**config.mk**
```make
export PLATFORM = sky130hd
export DESIGN_NAME = gray_sync_decoder
export DESIGN_NICKNAME = d
export VERILOG_FILES = /design/src/rtl/gray_sync_decoder.sv
export SDC_FILE = /design/constraint.sdc
export NUM_CORES = 1
export LEC_CHECK = 0
export CAP_MARGIN = 20
export CELL_PAD_IN_SITES_DETAIL_PLACEMENT = 1
export CELL_PAD_IN_SITES_GLOBAL_PLACEMENT = 1
export CORE_AREA = 4 4 81 60
export CTS_BUF_LIST = sky130_fd_sc_hd__clkbuf_16
export CTS_CLUSTER_DIAMETER = 80
export DETAILED_ROUTE_END_ITERATION = 16
export DIE_AREA = 0 0 85 64
export PLACE_DENSITY_LB_ADDON = 0.1
export SYNTH_ARGS = -nofsm -noshare
export SYNTH_HDL_FRONTEND = slang
export SYNTH_SLANG_ARGS = --single-unit
```
**constraint.sdc**
```tcl
create_clock -name clk -period 2.25 [get_ports clk]
set_input_delay 0.225 -clock clk [delete_from_list [all_inputs] [get_ports clk]]
set_output_delay 0.225 -clock clk [all_outputs]
set_load 0.02 [all_outputs]
```
**src/rtl/gray_sync_decoder.sv**
```systemverilog
// Gray-code receive side: synchronizes an async Gray count, decodes it to
// binary, and reports per-sample step, wrap and illegal multi-bit changes.
module gray_sync_decoder #(
  parameter int WIDTH       = 4,
  parameter int SYNC_STAGES = 2
) (
  input  logic             clk,
  input  logic             rst_n,
  input  logic [WIDTH-1:0] G,
  input  logic             err_clr,
  output logic [WIDTH-1:0] B,
  output logic             valid,
  output logic [WIDTH-1:0] step,
  output logic             wrap,
  output logic             err
);

  localparam int CW = $clog2(SYNC_STAGES + 1);
  localparam logic [CW-1:0] FILL = CW'(SYNC_STAGES);

  logic [WIDTH-1:0] sync_q [SYNC_STAGES];
  logic [WIDTH-1:0] gsync;
  logic [WIDTH-1:0] bnew;
  logic [WIDTH-1:0] gdiff;
  logic             multi;

  logic [CW-1:0]    cnt_q, cnt_d;
  logic             valid_q, valid_d;
  logic [WIDTH-1:0] b_q, b_d;
  logic [WIDTH-1:0] step_q, step_d;
  logic             wrap_q, wrap_d;
  logic             err_q, err_d;
  logic [WIDTH-1:0] gprev_q, gprev_d;

  function automatic logic [WIDTH-1:0] gray2bin(input logic [WIDTH-1:0] g);
    logic [WIDTH-1:0] b;
    b[WIDTH-1] = g[WIDTH-1];
    for (int i = WIDTH - 2; i >= 0; i--) begin
      b[i] = b[i+1] ^ g[i];
    end
    return b;
  endfunction

  // Plain flop chain; nothing combinational between stages.
  always_ff @(posedge clk or negedge rst_n) begin
    if (!rst_n) begin
      for (int i = 0; i < SYNC_STAGES; i++) begin
        sync_q[i] <= '0;
      end
    end else begin
      sync_q[0] <= G;
      for (int i = 1; i < SYNC_STAGES; i++) begin
        sync_q[i] <= sync_q[i-1];
      end
    end
  end

  assign gsync = sync_q[SYNC_STAGES-1];
  assign bnew  = gray2bin(gsync);
  assign gdiff = gsync ^ gprev_q;
  // More than one bit set iff clearing the lowest set bit leaves something.
  assign multi = (gdiff & (gdiff - 1'b1)) != '0;

  // Next state: fill counter, decode load, step/wrap/err evaluation.
  always_comb begin
    cnt_d   = cnt_q;
    valid_d = valid_q;
    b_d     = b_q;
    step_d  = '0;
    wrap_d  = 1'b0;
    err_d   = err_q & ~err_clr;
    gprev_d = gprev_q;
    if (!valid_q) begin
      if (cnt_q == FILL) begin
        valid_d = 1'b1;
        b_d     = bnew;
        gprev_d = gsync;
      end else begin
        cnt_d = cnt_q + 1'b1;
      end
    end else begin
      b_d     = bnew;
      gprev_d = gsync;
      step_d  = bnew - b_q;
      wrap_d  = (b_q == {WIDTH{1'b1}}) && (bnew == '0);
      if (multi) begin
        err_d = 1'b1;
      end
    end
  end

  // State registers, all cleared asynchronously.
  always_ff @(posedge clk or negedge rst_n) begin
    if (!rst_n) begin
      cnt_q   <= '0;
      valid_q <= 1'b0;
      b_q     <= '0;
      step_q  <= '0;
      wrap_q  <= 1'b0;
      err_q   <= 1'b0;
      gprev_q <= '0;
    end else begin
      cnt_q   <= cnt_d;
      valid_q <= valid_d;
      b_q     <= b_d;
      step_q  <= step_d;
      wrap_q  <= wrap_d;
      err_q   <= err_d;
      gprev_q <= gprev_d;
    end
  end

  assign B     = b_q;
  assign valid = valid_q;
  assign step  = step_q;
  assign wrap  = wrap_q;
  assign err   = err_q;

endmodule

```
==> reports/qor_table.md <==
| Metric | Reported |
|:---|:---|
| Worst Setup Slack, final | 0.0928 ns |
| Cts hold-fix bufs | 0 |
| Unique masters post-synth | 22 |
| Share of final-layout standard cells stronger than drive strength 1 | 13.1% |
| Power density normalized to cell area | 879 nW/µm² |
| Number of warning messages in the yosys log | 0 |
| Post-route standard cell area excluding fillers | 1350 µm² |
| Place WS | -0.0373 ns |
| Area of the core | 4180 µm² |
| Half-perimeter wire length after detailed placement | 1550 µm |
| Combined global-route utilization of all metal layers | 8.67% |
| Boundary pin count | 18 |
| Area after DPL | 1250 µm² |
| Summed negative setup slack over all endpoints | 0 ns |
| Mapped Nets | 99 |
| Worst stage delay on the critical path | 0.40 ns |
| Worst clock skew | 0.00215 ns |
| Antenna cell count | 0 |
| Critical Path Fanout Max | 4 |
| Cell total after placement | 158 |
| Post-synthesis cell count | 85 |
| Sum of overflow across all layers after global routing | 0 |
| Non-filler cells in the finished layout | 162 |
| Crit. End Element | flip-flop |
| Max Transition Viols Final | 0 |
| Type of the most critical hold path | input pin to async pin |
| Iteration count of the initial detailed-routing pass | 3 |
| Count of final setup violators | 0 |
| Final-report hold violation count | 0 |
| Remaining design rule violation count | 0 |
| Max-cap violations | 0 |
| Result of the run | finished, final reports clean |
| Post-Route Utilization | 32.2% |
| Path depth of the worst reg2reg path | 9 |
| Sequence of cells on the critical path | inv_2 -> ha_4 -> xnor2_1 -> ha_1 -> inv_1 -> ha_1 -> fa_1 -> xnor2_1 -> and2_1 |
| Total number of H-tree levels | 1 |
| Final clock period utilization by the worst path | 95.9% |
| WL final | 1970 µm |
| Post-layout nets | 122 |
| Post-synthesis adder-cell area fraction | 9.49% |
| Drt initial violations | 14 |
| Vias in the first global route | 705 |
| Chip Height | 64 µm |
| Synthesized area | 1000 µm² |
| Sequential element share of the synthesized area | 59.9% |
| IR drop worst, VDD | 0.000266 V |
| Worst-Skew Late Latency | 0.25 ns |
| Wire length of the first global-routing pass | 3650 µm |
| Area share of and/or/nand/nor cells after synthesis | 10.6% |
| Largest family of logic cells by synthesized area | simple AND/OR/NAND/NOR gates |
| Maximum number of pins on one net before global-route repair | 25 |
| Cell at the root of the clock tree | clkbuf_16 |
| Count of vias placed by the detailed router | 647 |
| Transition time of the tightest slew-check pin | 0.408 ns |
| Xor and xnor fraction of the mapped netlist area | 6.99% |
| CP max stage cell | dfrtp_1 |
| Post-route ant nets | 0 |
| Global placement routability congestion | 0.720 |
| Clock tree from TritonCTS | yes |
| Count of input and output buffers | 17 |
| Number of buffers created by CTS | 3 |
| Total power | 1.18 mW |
| Flop and latch count out of synthesis | 24 |
| Area of the die | 5440 µm² |
| Average wire per cell in the routed design | 12.1 µm |
| Number of rows in the core area | 20 |
| Required time of the critical path | 2.40 ns |
| Nature of the critical path startpoint | flip-flop |
| Type of the worst setup path | flip-flop to flip-flop |
| Synthesized area per cell | 11.8 µm² |
| Highest clock rate | 464 MHz |
| Worst slew margin relative to its limit | 72.6% |
| Number of buffers between clock root and the deepest sink | 2 |
| Layout Area Growth over Synthesis | 34.5% |
| Post-route minimum period | 2.16 ns |
| Chip width | 85 µm |
| Share of synthesized area spent on multiplexers | 0% |
| Initial Util | 24.0% |
| Clock sinks | 24 |
| Data arrival at the endpoint of the critical path | 2.30 ns |
| # Post-CTS Setup Buffers | 0 |
| Static leakage | 0.581 nW |
| Clock slew at the register clock pins of the worst setup and hold paths | 0.06 ns |
| Detailed-route vias per instance | 3.99 |
| Compound-gate portion of the synthesized area | 7.62% |
| Final Hold Slack | 0.330 ns |
| Unrepaired setup endpoints after global routing | no |
| Initial antenna violation count | 0 |
[cell families after synthesis]
kind of cell               count (synthesis)
adders and majority gates                  7
xor gates and xnor gates                   8
AOI/OAI and AO/OA                         12
buffers and inverters                     13
DFF                                       24
and+or+nand+nor                           21
[cell usage after synthesis (all sizes together)]
cell type / number / area share [%]
nor2b: 3 / 1.9
ha: 6 / 7.5
nor2: 3 / 1.1
o21ai: 8 / 4.4
xnor2: 8 / 7.0
buf: 2 / 1.2
nand4: 1 / 0.62
o211ai: 2 / 2.0
fa: 1 / 2.0
a21oi: 1 / 0.50
and2: 1 / 0.62
nor3b: 2 / 2.0
nand2: 9 / 3.4
dfrtp: 24 / 60
inv: 11 / 4.1
nand3: 2 / 1.0
a21boi: 1 / 0.75
[placed cells by master (no fill, tap or decap), types with 2 or more instances in the layout]
cell / count
inv_1: 8
dfrtp_1: 24
clkdlybuf4s50_1: 17
nand3_1: 2
o21ai_0: 6
inv_2: 3
clkbuf_16: 3
buf_4: 3
nand2_1: 9
xnor2_1: 8
nor2b_1: 3
ha_1: 5
nor3b_2: 2
nor2_1: 3
[path summary, 6_finish.rpt]
check / slack (ns) / startpoint / end
worst max-delay path: 0.09 / gsync[3] / step[2]
worst min-delay path: 0.33 / rst_n / valid
worst max register to register: 0.09 / gsync[3] / step[2]
worst min register to register: 0.35 / sync_q[6] / gsync[2]
max in group asynchronous: 1.68 / rst_n / gprev_q[2]
min in group clk: 0.35 / sync_q[6] / gsync[2]
[cell type report]
type                    count  area (µm²)
well taps                  55        68.8
fillers                   464        2830
clock buffers               3        75.1
multi-input cells          48         365
flip-flops and latches     24         601
repair buffers             20         193
inverters                  11        41.3
clock inverters             1        3.75
[power breakdown]
group          internal, mW  switching, mW
clock network         0.237          0.142
logic                 0.149          0.144
registers             0.483         0.0282
[flip-flops by register name, summed over array words and instances, names as in the netlist]
register  cells
step          4
gsync         4
sync_q        4
valid         1
gprev_q       3
err           1
B             4
wrap          1
cnt_q         2
[what timing repair did]
| action | CTS | global route |
|---|---|---|
| gates resized for setup | 1 | 4 |
| setup endpoints to repair | 2 | 2 |
| pin swaps | 0 | 0 |
| gates cloned | 0 | 0 |
[layer usage]
metal / global-route usage [%] / part of all wire, % / vias up
li1: - / - / 311
met2: 13.6 / 48 / 14
met4: 1.78 / 0.20 / 0
met1: 11.3 / 47 / 320
met3: 3.61 / 5.3 / 2
met5: 0 / 0 / -
[worst max-delay path, delay by kind of cell (launching register included)]
| kind | cells | cell delay, ns |
|---|---|---|
| buffers and inverters | 2 | 0.14 |
| xor gates and xnor gates | 2 | 0.26 |
| DFF | 1 | 0.40 |
| adders and majority gates | 4 | 1.10 |
| and+or+nand+nor | 1 | 0.15 |
(Power assumes the default switching activity.)
